**src/rtl/dram_defs.sv**
```systemverilog
// dram_defs: shared address map, request op, classifier state and page-policy types
package dram_defs;
  localparam int ADDR_W = 33;
  localparam int COL_LO_LSB = 3;
  localparam int COL_LO_W = 3;
  localparam int BG_LSB = 6;
  localparam int BG_W = 2;
  localparam int BANK_LSB = 8;
  localparam int BANK_W = 2;
  localparam int COL_HI_LSB = 10;
  localparam int COL_HI_W = 8;
  localparam int ROW_LSB = 18;
  localparam int ROW_W = 15;
  localparam int COL_W = COL_HI_W + COL_LO_W;
  typedef enum logic [1:0] {NULL = 2'd0, HIT = 2'd1, MISS = 2'd2, EMPTY = 2'd3} dram_policy_t;
  typedef enum logic [1:0] {OP_READ = 2'd0, OP_WRITE = 2'd1, OP_IFETCH = 2'd2} req_op_t;
  typedef enum logic [1:0] {IDLE = 2'd0, CLASSIFY = 2'd1, ISSUE = 2'd2, WAIT = 2'd3} classifier_state_t;
endpackage

```
**src/rtl/dram_req_classifier_if.sv**
```systemverilog
// dram_req_classifier_if: request handshake plus classified command bundle toward dram_cmd
interface dram_req_classifier_if;
  import dram_defs::*;
  logic req_valid;
  logic req_ready;
  logic [ADDR_W-1:0] req_addr;
  req_op_t req_op;
  logic cmd_done;
  logic cmd_en;
  dram_policy_t policy;
  logic different_bg;
  logic different_b;
  logic [BG_W-1:0] cmd_bg;
  logic [BANK_W-1:0] cmd_bank;
  logic [ROW_W-1:0] cmd_row;
  logic [COL_W-1:0] cmd_col;
  req_op_t cmd_op;
  modport master (
    output req_valid, req_addr, req_op, cmd_done,
    input req_ready, cmd_en, policy, different_bg, different_b, cmd_bg, cmd_bank, cmd_row, cmd_col, cmd_op
  );
  modport slave (
    input req_valid, req_addr, req_op, cmd_done,
    output req_ready, cmd_en, policy, different_bg, different_b, cmd_bg, cmd_bank, cmd_row, cmd_col, cmd_op
  );
endinterface

```
**src/rtl/dram_bank_table.sv**
```systemverilog
// dram_bank_table: open-row table, combinational read, synchronous write and clear
module dram_bank_table
  import dram_defs::*;
#(
  parameter int ENTRIES = 16,
  localparam int IDX_W = $clog2(ENTRIES)
) (
  input  logic clk,
  input  logic rst,
  input  logic [IDX_W-1:0] rd_idx,
  output logic rd_valid,
  output logic [ROW_W-1:0] rd_row,
  input  logic we,
  input  logic [IDX_W-1:0] wr_idx,
  input  logic [ROW_W-1:0] wr_row
);
  logic [ENTRIES-1:0] valid;
  logic [ROW_W-1:0] row [ENTRIES];
  assign rd_valid = valid[rd_idx];
  assign rd_row = row[rd_idx];
  always_ff @(posedge clk) begin
    if (rst) begin
      valid <= '0;
    end else if (we) begin
      valid[wr_idx] <= 1'b1;
      row[wr_idx] <= wr_row;
    end
  end
endmodule

```
**src/rtl/dram_req_classifier.sv**
```systemverilog
// dram_req_classifier: decodes a request, classifies it against the open-row table, issues to dram_cmd.
// DRAM_CLOSED_PAGE_EN: every access is EMPTY and the table is never filled (auto-precharge).
module dram_req_classifier
  import dram_defs::*;
#(
  parameter int NUM_BG = 4,
  parameter int NUM_BANK = 4
) (
  input logic clk,
  input logic rst,
  dram_req_classifier_if.slave bus
);
  localparam int ENTRIES = NUM_BG * NUM_BANK;
  localparam int IDX_W = $clog2(ENTRIES);
  classifier_state_t state, state_n;
  logic [IDX_W-1:0] idx;
  logic tbl_valid, tbl_we;
  logic [ROW_W-1:0] tbl_row;
  logic last_valid;
  logic [BG_W-1:0] last_bg;
  logic [BANK_W-1:0] last_bank;
  dram_policy_t pol_n;
  logic dbg_n, db_n;
  logic unused_tbl;
  logic [2:0] unused_byte;
  assign unused_byte = bus.req_addr[2:0];
  assign bus.req_ready = (state == IDLE) && !rst;
  assign bus.cmd_en = state == ISSUE;
  dram_bank_table #(.ENTRIES(ENTRIES)) u_table (
    .clk(clk),
    .rst(rst),
    .rd_idx(idx),
    .rd_valid(tbl_valid),
    .rd_row(tbl_row),
    .we(tbl_we),
    .wr_idx(idx),
    .wr_row(bus.cmd_row)
  );
  always_ff @(posedge clk) begin
    if (rst) state <= IDLE;
    else state <= state_n;
  end
  always_comb begin
    state_n = (state == IDLE && bus.req_valid) ? CLASSIFY :
              (state == CLASSIFY) ? ISSUE :
              (state == ISSUE) ? WAIT :
              (state == WAIT && bus.cmd_done) ? IDLE : state;
    idx = IDX_W'(int'(bus.cmd_bg) * NUM_BANK + int'(bus.cmd_bank));
`ifdef DRAM_CLOSED_PAGE_EN
    pol_n = EMPTY;
    tbl_we = 1'b0;
    unused_tbl = tbl_valid ^ (^tbl_row);
`else
    pol_n = !tbl_valid ? EMPTY : (tbl_row == bus.cmd_row) ? HIT : MISS;
    tbl_we = state == ISSUE;
    unused_tbl = 1'b0;
`endif
    dbg_n = last_valid && (bus.cmd_bg != last_bg);
    db_n = last_valid && (bus.cmd_bg == last_bg) && (bus.cmd_bank != last_bank);
  end
  always_ff @(posedge clk) begin
    if (rst) begin
      bus.cmd_bg <= '0;
      bus.cmd_bank <= '0;
      bus.cmd_row <= '0;
      bus.cmd_col <= '0;
      bus.cmd_op <= OP_READ;
      bus.policy <= NULL;
      bus.different_bg <= 1'b0;
      bus.different_b <= 1'b0;
      last_valid <= 1'b0;
      last_bg <= '0;
      last_bank <= '0;
    end else begin
      if (state == IDLE && bus.req_valid) begin
        bus.cmd_bg <= bus.req_addr[BG_LSB +: BG_W];
        bus.cmd_bank <= bus.req_addr[BANK_LSB +: BANK_W];
        bus.cmd_row <= bus.req_addr[ROW_LSB +: ROW_W];
        bus.cmd_col <= {bus.req_addr[COL_HI_LSB +: COL_HI_W], bus.req_addr[COL_LO_LSB +: COL_LO_W]};
        bus.cmd_op <= bus.req_op;
      end
      if (state == CLASSIFY) begin
        bus.policy <= pol_n;
        bus.different_bg <= dbg_n;
        bus.different_b <= db_n;
      end
      if (state == ISSUE) begin
        last_valid <= 1'b1;
        last_bg <= bus.cmd_bg;
        last_bank <= bus.cmd_bank;
      end
      if (state == WAIT && bus.cmd_done) bus.policy <= NULL;
    end
  end
endmodule

```
**src/flat_wrapper.sv**
```systemverilog
// flat-port wrapper written by rule: the top's interface ports become plain ports
module dram_req_classifier_flat import dram_defs::*;
#(
  parameter int NUM_BG = 4,
  parameter int NUM_BANK = 4
)
  (clk, rst, bus_req_valid, bus_req_addr, bus_req_op, bus_cmd_done, bus_req_ready, bus_cmd_en, bus_policy, bus_different_bg, bus_different_b, bus_cmd_bg, bus_cmd_bank, bus_cmd_row, bus_cmd_col, bus_cmd_op);
  dram_req_classifier_if bus_i ();
  input logic clk;
  input logic rst;
  input wire logic [$bits(bus_i.req_valid)-1:0] bus_req_valid;
  input wire logic [$bits(bus_i.req_addr)-1:0] bus_req_addr;
  input wire logic [$bits(bus_i.req_op)-1:0] bus_req_op;
  input wire logic [$bits(bus_i.cmd_done)-1:0] bus_cmd_done;
  output wire logic [$bits(bus_i.req_ready)-1:0] bus_req_ready;
  output wire logic [$bits(bus_i.cmd_en)-1:0] bus_cmd_en;
  output wire logic [$bits(bus_i.policy)-1:0] bus_policy;
  output wire logic [$bits(bus_i.different_bg)-1:0] bus_different_bg;
  output wire logic [$bits(bus_i.different_b)-1:0] bus_different_b;
  output wire logic [$bits(bus_i.cmd_bg)-1:0] bus_cmd_bg;
  output wire logic [$bits(bus_i.cmd_bank)-1:0] bus_cmd_bank;
  output wire logic [$bits(bus_i.cmd_row)-1:0] bus_cmd_row;
  output wire logic [$bits(bus_i.cmd_col)-1:0] bus_cmd_col;
  output wire logic [$bits(bus_i.cmd_op)-1:0] bus_cmd_op;
  assign bus_i.req_valid = bus_req_valid;
  assign bus_i.req_addr = bus_req_addr;
  assign bus_i.req_op = bus_req_op;
  assign bus_i.cmd_done = bus_cmd_done;
  assign bus_req_ready = bus_i.req_ready;
  assign bus_cmd_en = bus_i.cmd_en;
  assign bus_policy = bus_i.policy;
  assign bus_different_bg = bus_i.different_bg;
  assign bus_different_b = bus_i.different_b;
  assign bus_cmd_bg = bus_i.cmd_bg;
  assign bus_cmd_bank = bus_i.cmd_bank;
  assign bus_cmd_row = bus_i.cmd_row;
  assign bus_cmd_col = bus_i.cmd_col;
  assign bus_cmd_op = bus_i.cmd_op;
  dram_req_classifier #(.NUM_BG(NUM_BG), .NUM_BANK(NUM_BANK)) u_core (.clk(clk), .rst(rst), .bus(bus_i));
endmodule
```
**config.mk**
```make
export PLATFORM = sky130hd
export DESIGN_NAME = dram_req_classifier_flat
export DESIGN_NICKNAME = d
export VERILOG_FILES = /design/src/rtl/dram_defs.sv /design/src/rtl/dram_req_classifier_if.sv /design/src/rtl/dram_bank_table.sv /design/src/rtl/dram_req_classifier.sv /design/src/flat_wrapper.sv
export SDC_FILE = /design/constraint.sdc
export NUM_CORES = 1
export LEC_CHECK = 0
export ABC_AREA = 1
export CELL_PAD_IN_SITES_DETAIL_PLACEMENT = 0
export CELL_PAD_IN_SITES_GLOBAL_PLACEMENT = 2
export CORE_MARGIN = 2
export CORE_UTILIZATION = 38
export CTS_CLUSTER_SIZE = 12
export DETAILED_ROUTE_END_ITERATION = 10
export MAX_ROUTING_LAYER = met4
export PLACE_DENSITY_LB_ADDON = 0.1
export SLEW_MARGIN = 20
export SYNTH_ARGS = -nofsm -noshare
export SYNTH_HDL_FRONTEND = slang
export SYNTH_SLANG_ARGS = --single-unit
```
**constraint.sdc**
```tcl
create_clock -name clk -period 2.7 [get_ports clk]
set_input_delay 0.54 -clock clk [delete_from_list [all_inputs] [get_ports clk]]
set_output_delay 0.54 -clock clk [all_outputs]
set_load 0.005 [all_outputs]
```
==> impl_metrics.toml, run 1 <==
[outcome]
status = "complete, no violations"

[cells_and_area]
fin_nets = 1413
n_antenna_cell = 0
stdcell_count = 1799
layout-drive-gt1-share = 0.107
area_delta_synth_final_pct = 22.9
post-route-util = 0.476

[detailed_routing]
drt-met1-wl_mm = 15.9
drt_iter0_drc = 508
drc = 0
wl_met3_mm = 1.33
wl_per_cell_um = 18.8
finalWirelength_mm = 33.7
dr.pass1.iters = 5
topRoutingLayerUsed = "met4"
antenna_left = 0
met2_length_mm = 15.7
viasPerCell = 4.82
dr_total_vias = 8676

[clock_tree]
cts_buffers = 35
cts.htree.levels = 2
cts_resized = 0
root_buffer = "clkbuf_16"
clock_path_buffers = 3
hold_buffers = 0
cts_setup_buffers = 0
clkTransAtPathRegs_ns = 0.06
clock_latency_ns = 0.52
clock-sinks = 299
tritoncts = "built"

[synthesis]
syn-cell-area_mm2 = 0.0122
synth_fp_nets = 1284
synth.distinct_cells = 30
synth_area_per_cell_um2 = 9.87
ys_seq_area_frac = 0.685
ys_warn_count = 0
synth-seq-cells = 299
synthCells = 1241

[critical_path]
end_kind = "output pin"
cp_max_fo = 38
worstSetupPathType = "register to output pin"
crit_top_cell = "buf_12"
cp_cell_sequence = "buf_12 > buf_12 > clkdlybuf4s50_1"
cp-start-kind = "register"
slowest_stage = "clkdlybuf4s50_1"
cp_data_arrival_time_ns = 1.93
required_ns = 2.16
cpPeakStageDelay_ns = 0.53

[pwr]
power_density_mw_per_mm2 = 857
peakVddDrop_uv = 445
leakage_nw = 6.08

[timing]
fin_tns_setup_ns = 0
timing.fmax_mhz = 405
worst_clock_skew_ns = 0.0213
drv_slew = 0
worst_pin_slew_ns = 0.705
slew_headroom = 0.529
rsz0062_at_grt = "no"
hold_viol_final = 0
min_period_ns = 2.47
final.period_utilization = 0.915
setup_viol = 0

[grt]
grt_pass1_vias = 8326
grt_pass1_wl_mm = 50.6
grt_max_degree = 48
antenna_found_initial = 0
grt_remaining_overflow = 0
grt_usage = 0.209

[floorplanning]
core_area_mm2 = 0.0316
fp.dieW_um = 184
io_pins = 77
rows = 65
fp.dieH_um = 184
start_util = 0.387
dieArea_mm2 = 0.0337

[job]
drv_cap = 0

[placement]
hpwl_mm = 20.7
dp.cells = 1735
gp_congestion = 0.776
port_buffers = 73

[hold_path]
holdCritPathClass = "register to register"
==> registers in the layout, indices dropped and copies added, names as in the netlist <==
register / cells
u_core.bus.cmd_row: 15
u_core.bus.cmd_bank: 2
u_core.bus.cmd_op: 2
u_core.last_valid: 1
u_core.bus.different_bg: 1
u_core.bus.policy: 2
u_core.last_bank: 2
u_core.bus.different_b: 1
u_core.state: 2
u_core.bus.cmd_bg: 2
u_core.u_table.row: 240
u_core.last_bg: 2
u_core.u_table.valid: 16
u_core.bus.cmd_col: 11
==> logic make-up after synthesis <==
family,after synthesis,share of synthesized area
fa+ha+maj,4,0.00409
xor+xnor,3,0.00215
buf+inv,97,0.0330
simple gates,730,0.227
compound gates,108,0.0487
flops,299,0.685
==> per-layer routing <==
metal  vias up  track usage
met5         -            -
met4         0       0.0605
met3        51       0.0301
met2       152        0.336
met1      4128        0.278
li1       4345            -
==> cell usage in the layout, fill, tap and decap left out, types with 10 or more instances in the layout <==
master | synthesis | final
clkbuf_16 | 0 | 36
nand3_1 | 22 | 22
buf_4 | 1 | 64
buf_12 | 0 | 10
nor2_1 | 82 | 63
o21ai_1 | 11 | 11
nand2_1 | 620 | 619
o21ai_0 | 47 | 47
inv_1 | 39 | 39
dfxtp_1 | 59 | 57
a21oi_1 | 27 | 27
nor2_2 | 2 | 21
clkdlybuf4s50_1 | 0 | 73
edfxtp_1 | 240 | 240
clkbuf_1 | 20 | 13
==> metrics by stage <==
stage	instance area, µm²	setup slack (ns)	power [mW]	hold WS (ns)
global route	15000	0.0203	13.6	0.484
CTS	15000	0.0379	13.0	0.466
finish	15000	0.230	12.9	0.464
global placement	14000	0.0546	8.61	0.440
detailed placement	14000	0.0420	8.62	0.450
floorplan	12200	0.317	7.27	0.428
==> report_power, final <==
group          internal, mW  switching [mW]  leakage, nW
combinational          1.06            1.84         2.88
clock                  2.58            1.82        0.524
sequential             5.36           0.213         2.68
total                  9.01            3.88         6.08
==> worst max-delay path: cells and delay by family (launching register included) <==
kind / cells / cell delay [ns]
buffers and inverters: 3 / 0.96
DFF: 1 / 0.45
==> synth_stat cells <==
| cell type | number | area, µm² |
|---|---|---|
| nand2_1 | 620 | 2330 |
| edfxtp_1 | 240 | 7210 |
| nor2_1 | 82 | 308 |
| dfxtp_1 | 59 | 1180 |
| o21ai_0 | 47 | 235 |
| inv_1 | 39 | 146 |
| buf_2 | 29 | 145 |
| a21oi_1 | 27 | 135 |
| nand3_1 | 22 | 110 |
| clkbuf_1 | 20 | 75.1 |
| o21ai_1 | 11 | 55.1 |
| o22ai_1 | 8 | 50.1 |
| buf_1 | 5 | 18.8 |
| a22oi_1 | 4 | 30.0 |
| ha_1 | 4 | 50.1 |
| o221ai_1 | 4 | 35.0 |
| inv_2 | 3 | 11.3 |
| nor2_2 | 2 | 12.5 |
| nor3_1 | 2 | 10.0 |
| o211ai_1 | 2 | 15.0 |
| xor2_1 | 2 | 17.5 |
| a2bb2oi_1 | 1 | 8.76 |
| a31oi_1 | 1 | 6.26 |
| and3b_1 | 1 | 8.76 |
| buf_4 | 1 | 7.51 |
| nand4_1 | 1 | 6.26 |
| o2111ai_1 | 1 | 8.76 |
| o211a_1 | 1 | 10.0 |
| o21bai_1 | 1 | 7.51 |
| xnor2_1 | 1 | 8.76 |
==> final timing paths <==
path	from	end	slack, ns	cells past startpoint
max reg2reg	u_core.bus.cmd_bank[0]	u_core.bus.policy[1]	0.24	17
min reg2reg	u_core.u_table.valid[7]	u_core.u_table.valid[7]	0.46	2
max	u_core.bus.cmd_bank[0]	bus_cmd_bank[0]	0.23	3
min	u_core.u_table.valid[7]	u_core.u_table.valid[7]	0.46	2
==> final cells by class <==
| class | count | area [µm²] |
|---|---|---|
| Multi-Input combinational cell | 845 | 3510 |
| Fill cell | 2982 | 16600 |
| Clock buffer | 53 | 1000 |
| Inverter | 42 | 159 |
| Clock inverter | 11 | 72.6 |
| Tap cell | 402 | 503 |
| Timing Repair Buffer | 147 | 1410 |
| Sequential cell | 299 | 8390 |
Note: power is estimated with default switching activity, not from simulation.
==> run 2: changes to the inputs <==
HOLD_SLACK_MARGIN = 0.08   (was default)
==> results of run 2 <==
The final DEF is identical to that of run 1; final timing and power are the same.
==> run 3: changes to the inputs <==
CORE_UTILIZATION = 30   (was 38)
==> impl_metrics.toml, run 3 (same netlist as run 1, synthesis figures left out) <==
[timing]
min_period_ns = 2.45
layout_setup_ws_ns = 0.248
slew_headroom = 0.577
rsz0062_at_grt = "no"
worst_pin_slew_ns = 0.633
final.period_utilization = 0.908
fin_tns_setup_ns = 0
timing.fmax_mhz = 408
worst_clock_skew_ns = 0.0171
hold_ws_ns = 0.464
hold_viol_final = 0
drv_slew = 0
setup_viol = 0

[critical_path]
r2r_cells = 17
worstSetupPathType = "register to output pin"
end_kind = "output pin"
required_ns = 2.16
ff2ff_setup_slack_ns = 0.30
r2r_end = "u_core.bus.policy[1]"
cp-start-kind = "register"
cp_max_fo = 22
cp_data_arrival_time_ns = 1.91
rr_startpoint = "u_core.bus.cmd_bank[1]"

[cells_and_area]
area_delta_synth_final_pct = 24.7
stdcell_count = 1936
n_antenna_cell = 0
layout-drive-gt1-share = 0.108
n_fill_cell = 4091
final_cell_mix = "nand2_1 (619), edfxtp_1 (240), clkdlybuf4s50_1 (73)"
top_regs = "u_core.u_table.row x240, u_core.u_table.valid x16, u_core.bus.cmd_row x15"
fin_nets = 1420
largest-register = "u_core.u_table.row"
largest_register_ffs = 240
final_common_cell = "nand2_1"

[placement]
port_buffers = 73
hpwl_mm = 23.0
gp_congestion = 0.775
dp.cells = 1871
preCtsSetupSlack_ns = 0.139

[floorplanning]
io_pins = 77
core_area_mm2 = 0.0406
dieArea_mm2 = 0.0425
start_util = 0.302
fp.dieW_um = 206
rows = 74
fp.dieH_um = 206

[hold_path]
whs_path_depth = 2
min_from = "u_core.u_table.valid[15]"
holdCritPathClass = "register to register"
hold_end = "u_core.u_table.valid[15]"

[detailed_routing]
dr.pass1.iters = 4
wl_per_cell_um = 19.3
viasPerCell = 4.51
drc = 0
drt_iter0_drc = 554
finalWirelength_mm = 37.5
antenna_left = 0
dr_total_vias = 8734

[grt]
grt_pass1_wl_mm = 55.4
grt_pass1_vias = 8495
grt_max_degree = 49
antenna_found_initial = 0
grt_remaining_overflow = 0
grt_usage = 0.187

[job]
drv_cap = 0

[clock_tree]
clock_latency_ns = 0.55
cts.htree.levels = 2
clkTransAtPathRegs_ns = 0.06
clock_path_buffers = 3
cts_buffers = 36
hold_buffers = 0
cts_setup_buffers = 0
tritoncts = "built"
cts_resized = 0
clock-sinks = 299
root_buffer = "clkbuf_16"

[outcome]
status = "complete, no violations"

[pwr]
peakVddDrop_uv = 500
power_mw = 13.2
leakage_nw = 6.13
power_density_mw_per_mm2 = 862
-- run 3: area by class of cell --
class | count | area [µm²] | area share
clock buffer | 48 | 967 | 0.0633
clock inverter | 17 | 136 | 0.00893
inverter | 42 | 159 | 0.0104
multi-input combinational | 845 | 3500 | 0.229
sequential | 299 | 8390 | 0.550
tap | 532 | 666 | 0.0436
timing repair buffer | 153 | 1440 | 0.0946
-- run 3: worst max-delay path by stage --
| stage | to | from | cells after the start | slack (ns) |
|---|---|---|---|---|
| after floorplan | u_core.u_table.row[13][0] | u_core.state[0] | 7 | 0.32 |
| after global placement | u_core.bus.cmd_row[12] | rst | 6 | 0.11 |
| after detailed placement | u_core.bus.cmd_row[12] | rst | 6 | 0.14 |
| after CTS | bus_cmd_row[14] | u_core.bus.cmd_row[14] | 1 | 0.23 |
| after global routing | u_core.bus.policy[1] | u_core.bus.cmd_bank[0] | 18 | 0.03 |
| final | bus_cmd_bank[1] | u_core.bus.cmd_bank[1] | 2 | 0.25 |
-- run 3: through the flow --
| stage | util | area [µm²] |
|---|---|---|
| 6_report | 0.376 | 15300 |
| 5_1_grt | 0.376 | 15300 |
| 4_1_cts | 0.376 | 15300 |
| 3_5_place_dp | 0.349 | 14200 |
| 3_3_place_gp | 0.349 | 14200 |
| 2_1_floorplan | - | 12200 |
-- run 3: critical path, stage by stage (launching register included) --
cell and delay [ns]:
dfxtp_2 0.40, buf_4 0.39, clkdlybuf4s50_1 0.59
-- run 3: power breakdown --
part | internal (mW) | switching (mW)
logic | 1.07 | 1.92
clock network | 2.71 | 1.89
registers | 5.36 | 0.209
-- run 3: metal layers --
metal	vias up	wire, µm	GRT usage
met5	-	0	-
met4	0	695	0.0457
met3	49	1110	0.0309
met2	107	17600	0.297
met1	4224	18000	0.249
li1	4354	-	-
